**config.mk**
```make
export PLATFORM = sky130hd
export DESIGN_NAME = if_fetch_unit
export DESIGN_NICKNAME = d
export VERILOG_FILES = /design/src/rtl/if_fetch_unit.sv
export SDC_FILE = /design/constraint.sdc
export NUM_CORES = 1
export LEC_CHECK = 0
export CAP_MARGIN = 40
export CORE_ASPECT_RATIO = 0.9
export CORE_UTILIZATION = 55
export CTS_CLUSTER_SIZE = 28
export DETAILED_ROUTE_END_ITERATION = 16
export DONT_BUFFER_PORTS = 1
export PLACE_DENSITY = 0.75
export SLEW_MARGIN = 20
export SYNTH_ARGS = -nofsm -noshare
export SYNTH_HDL_FRONTEND = slang
export SYNTH_SLANG_ARGS = --single-unit
```
**constraint.sdc**
```tcl
create_clock -name clk -period 3 [get_ports clk]
set_input_delay 0.45 -clock clk [delete_from_list [all_inputs] [get_ports clk]]
set_output_delay 0.45 -clock clk [all_outputs]
set_load 0.01 [all_outputs]
```
**src/rtl/if_fetch_unit.sv**
```systemverilog
// Instruction-fetch stage: owns the PC, fetches over a req/ready handshake and
// presents one instruction (or a bubble) per cycle to the IF/ID register.
module if_fetch_unit #(
  parameter logic [31:0] RESET_PC = 32'h0000_0000
) (
  input  logic        clk,
  input  logic        reset,
  input  logic        i_hold,
  input  logic        i_redirect,
  input  logic [31:0] i_redirect_pc,
  output logic        o_imem_req,
  output logic [31:0] o_imem_addr,
  input  logic        i_imem_ready,
  input  logic [31:0] i_imem_rdata,
  output logic [31:0] o_ReadInst,
  output logic [31:0] o_IF_PC_Plus_4,
  output logic        o_inst_valid,
  output logic [31:0] o_PC
);

  typedef enum logic [1:0] {
    S_FETCH    = 2'd0,
    S_BUFFERED = 2'd1,
    S_DISCARD  = 2'd2
  } state_t;

  state_t      r_state;
  state_t      w_state_nxt;
  logic [31:0] r_pc;
  logic [31:0] r_pending_pc;
  logic [31:0] r_buf_inst;
  logic [31:0] r_buf_pc4;
  logic [31:0] w_pc_nxt;
  logic [31:0] w_pending_pc_nxt;
  logic [31:0] w_buf_inst_nxt;
  logic [31:0] w_buf_pc4_nxt;
  logic [31:0] w_redir_pc;
  logic [31:0] w_pc_plus_4;

  assign w_redir_pc  = {i_redirect_pc[31:2], 2'b00};
  assign w_pc_plus_4 = r_pc + 32'd4;

  always_ff @(posedge clk or negedge reset) begin
    if (!reset) begin
      r_state <= S_FETCH;
    end else begin
      r_state <= w_state_nxt;
    end
  end

  always_ff @(posedge clk or negedge reset) begin
    if (!reset) begin
      r_pc         <= RESET_PC;
      r_pending_pc <= 32'd0;
      r_buf_inst   <= 32'd0;
      r_buf_pc4    <= 32'd0;
    end else begin
      r_pc         <= w_pc_nxt;
      r_pending_pc <= w_pending_pc_nxt;
      r_buf_inst   <= w_buf_inst_nxt;
      r_buf_pc4    <= w_buf_pc4_nxt;
    end
  end

  always_comb begin
    w_state_nxt      = r_state;
    w_pc_nxt         = r_pc;
    w_pending_pc_nxt = r_pending_pc;
    w_buf_inst_nxt   = r_buf_inst;
    w_buf_pc4_nxt    = r_buf_pc4;
    case (r_state)
      S_FETCH: begin
        if (i_redirect) begin
          // An outstanding request cannot be withdrawn, so a redirect without
          // ready parks the target and drops the in-flight word later.
          if (i_imem_ready) begin
            w_pc_nxt = w_redir_pc;
          end else begin
            w_pending_pc_nxt = w_redir_pc;
            w_state_nxt      = S_DISCARD;
          end
        end else if (i_imem_ready) begin
          w_pc_nxt = w_pc_plus_4;
          if (i_hold) begin
            w_buf_inst_nxt = i_imem_rdata;
            w_buf_pc4_nxt  = w_pc_plus_4;
            w_state_nxt    = S_BUFFERED;
          end
        end
      end
      S_BUFFERED: begin
        if (i_redirect) begin
          w_pc_nxt    = w_redir_pc;
          w_state_nxt = S_FETCH;
        end else if (!i_hold) begin
          w_state_nxt = S_FETCH;
        end
      end
      S_DISCARD: begin
        if (i_redirect) begin
          w_pending_pc_nxt = w_redir_pc;
        end
        if (i_imem_ready) begin
          w_pc_nxt    = i_redirect ? w_redir_pc : r_pending_pc;
          w_state_nxt = S_FETCH;
        end
      end
      default: begin
        w_state_nxt = S_FETCH;
      end
    endcase
  end

  always_comb begin
    o_imem_req     = 1'b0;
    o_imem_addr    = r_pc;
    o_inst_valid   = 1'b0;
    o_ReadInst     = 32'd0;
    o_IF_PC_Plus_4 = 32'd0;
    o_PC           = r_pc;
    if (reset) begin
      case (r_state)
        S_FETCH: begin
          o_imem_req = 1'b1;
          if (!i_redirect && i_imem_ready) begin
            o_inst_valid   = 1'b1;
            o_ReadInst     = i_imem_rdata;
            o_IF_PC_Plus_4 = w_pc_plus_4;
          end
        end
        S_BUFFERED: begin
          if (!i_redirect) begin
            o_inst_valid   = 1'b1;
            o_ReadInst     = r_buf_inst;
            o_IF_PC_Plus_4 = r_buf_pc4;
          end
        end
        S_DISCARD: begin
          o_imem_req = 1'b1;
        end
        default: begin
          o_imem_req = 1'b0;
        end
      endcase
    end
  end

endmodule

```
==> impl_results.md <==
* Outcome: finished with violations
* Violated checks: hold timing
* Syn avg cell area at ~9.5 sq um
* Cell Area, Synth at 0.00775 sq mm
* Clock Path Buffers at 2
* Dpl hpwl at 14.4 mm
* Cell count after synthesis at 816
* Max-Cap Viols at 0
* Req. time, crit path at 2.55 ns
* Most common cell after layout, fill and taps aside: dfrtp_1
* RD Place Congestion at 0.887
* IO Pins at 199
* Final #Nets at 863
* Crit Path Category: flip-flop to output port
* Synth Net Count at 890
* Seq pwr share at 34.0%
* Top FF cell, synth: dfrtp_1
* Power Dens Cells at 1140 mW/mm^2
* Net switching power at 0.00409 W
* Power Total at 0.00984 W
* CTS H-tree depth at 4
* Share of cells above drive strength 1 at 24.8%
* Die height at 115 um
* Final Hold Fails at 130
* Distinct cells, synth at 58
* Clk Latency, worst-skew pair at roughly 0.42 ns
* Hold crit path type: primary input to asynchronous set/reset pin
* Tcrit/Tclk final at 96.1%
* Port buffer count at 0
* Nature of the critical path endpoint: output port
* Tot GR Track Use at 29.3%
* Setup crit start kind: flip-flop
* Leading cell types in the layout, fill and taps excluded: dfrtp_1, nor2_1, mux2_2, nand2_1, buf_4
* Min Hold Slack at -0.273 ns
* FF-to-FF setup slack at about 0.44 ns
* DRC at 0
* Num CTS Buffers at 17
* Async set-reset flop share out of synthesis at 100%
* Vias after detailed routing at around 6,600
* Antenna cells at 0
* Initial core utilization at 57.1%
* Largest net degree at the start of global routing at 137
* Slew Limit Fails at 0
* Die Width at 127 um
* Via-to-Cell Ratio at 6.61
* Synth warn at 0
* Root Buffer: clkbuf_16
* Util after Layout at 63.4%
* Fmax at 347 MHz
* Initial antenna violation count at 0
* Max VDD drop at 0.000747 V
* Area grow syn2layout at 11.0%
* First-pass GRT wire length at 32.8 mm
* Post-synth EDFFs at 0
* Int Power at 0.00575 W
* Reg clk slew, reported paths at 0.06 ns
* Clock power share at 21.5%
* Setup-failing EPs final at 0
* Fin Clk Skew at 0.00694 ns
* Minimum clock period at about 2.9 ns
* Slew HR at 53.0%
* Register area share after synthesis at 42.0%
* CP arrival at 2.43 ns
* Leak pwr at 3.49 nW
* Yosys reg bits at 130
* DRT iter0 DRCs at 648
* Vias in the first global route at 6,144
* Comb pwr share at 44.6%
* Sw Share at 41.6%
* Router iterations before antenna repair at 6
* Core area at ~0.014 sq mm
* Routed length per placed instance at 21.6 um
* Max Fanout on Critical Path at 6
* Die area at 0.0146 sq mm
* Post-DRT Antenna Nets at 0
* Grt total ovfl at 0
* Clock Sinks at 130
* Worst-Margin Slew at ~0.70 ns
* CTS tree: yes
* Routed WL at 21.4 mm
* Row count at 40
-- power groups by stage --
stage | sequential, W | combinational [W] | clock, W
2_1_floorplan | 0.00322 | 0.00335 | 0
3_3_place_gp | 0.00325 | 0.00411 | 0
3_5_place_dp | 0.00332 | 0.00427 | 0
4_1_cts | 0.00330 | 0.00430 | 0.00213
5_1_grt | 0.00344 | 0.00474 | 0.00222
6_report | 0.00334 | 0.00439 | 0.00211
-- flip-flops by register name, summed over array words and instances, names as in the netlist --
name	cells
r_buf_inst	32
r_pending_pc	32
r_state	2
r_buf_pc4	32
o_PC	32
-- cells in the mapped netlist, types with 9 or more instances --
master	count	area share, %
dfrtp_1	130	42
nor2_1	86	4.2
mux2_2	78	11
nand2_1	71	3.4
clkbuf_1	56	2.7
a22oi_1	43	4.2
o21ai_0	40	2.6
buf_4	34	3.3
a221oi_1	29	3.3
a21oi_1	24	1.5
xnor2_1	17	1.9
nand3_1	16	1.0
inv_1	15	0.73
o31ai_1	13	1.3
o21ai_1	11	0.71
a211oi_1	10	0.97
a221o_1	10	1.3
a22o_1	10	1.1
buf_1	9	0.44
-- per-layer routing --
| layer | GRT usage [%] | part of all wire [%] | vias up |
|---|---|---|---|
| li1 | - | - | 2914 |
| met1 | 38.4 | 41 | 3224 |
| met2 | 45.0 | 47 | 371 |
| met3 | 10.7 | 11 | 43 |
| met4 | 9.60 | 1.8 | 0 |
| met5 | 0 | 0 | - |
-- path summary, 6_finish.rpt --
path | from | endpoint | cells past startpoint
worst max-delay path | o_PC[12]$_DFFE_PN0P_ | o_IF_PC_Plus_4[24] | 6
worst min-delay path | reset | r_buf_inst[24]$_DFFE_PN0P_ | 0
worst max register to register | r_state[1]$_DFFE_PN0P_ | o_PC[19]$_DFFE_PN0P_ | 7
worst min register to register | r_buf_pc4[14]$_DFFE_PN0P_ | r_buf_pc4[14]$_DFFE_PN0P_ | 2
max in group asynchronous | reset | r_pending_pc[19]$_DFFE_PN0P_ | 0
min in group clk | i_imem_rdata[9] | r_buf_inst[9]$_DFFE_PN0P_ | 1
-- per-stage QoR --
stage          area [sq um]  setup TNS [ns]  instances  setup WS, ns
2_1_floorplan          7750               0        816         0.327
3_3_place_gp           7920               0        958         0.342
3_5_place_dp           7920               0        958         0.347
4_1_cts                8540               0        990      0.000418
5_1_grt                8600         -0.0107        991       -0.0107
6_report               8600               0        991         0.118
-- what timing repair did --
| action | CTS | global route |
|---|---|---|
| pin swaps | 1 | 3 |
| gates cloned | 0 | 1 |
| setup endpoints to repair | 4 | 23 |
| buffers inserted | 0 | 0 |
| hold endpoints to repair | 130 | 130 |
| resized for setup | 4 | 15 |
-- critical path: stages, from the launching register on --
cell	delay, ns
dfrtp_1	0.40
nand3_4	0.13
or4_4	0.64
nor3_2	0.38
xnor2_1	0.13
o21ai_0	0.18
buf_4	0.15
-- logic make-up (layout without fill, tap and decap cells) --
family | count (synthesis) | count (layout) | synth area share, %
fa+ha+maj | 5 | 5 | 0.807
buf+inv | 118 | 103 | 7.51
compound gates | 223 | 223 | 20.5
simple gates | 232 | 233 | 14.4
flops | 130 | 130 | 42.0
xor+xnor | 25 | 25 | 2.82
mux | 83 | 83 | 12.0
-- final cells by class --
type / count / area (sq um)
fillers: 1067 / 4960
multi-input cells: 569 / 4010
flip-flops and latches: 130 / 3260
clock buffers: 18 / 439
repair buffers: 56 / 433
well taps: 189 / 236
clock inverters: 14 / 164
inverters: 15 / 56.3
No activity file was read; power rests on OpenSTA's default activity.
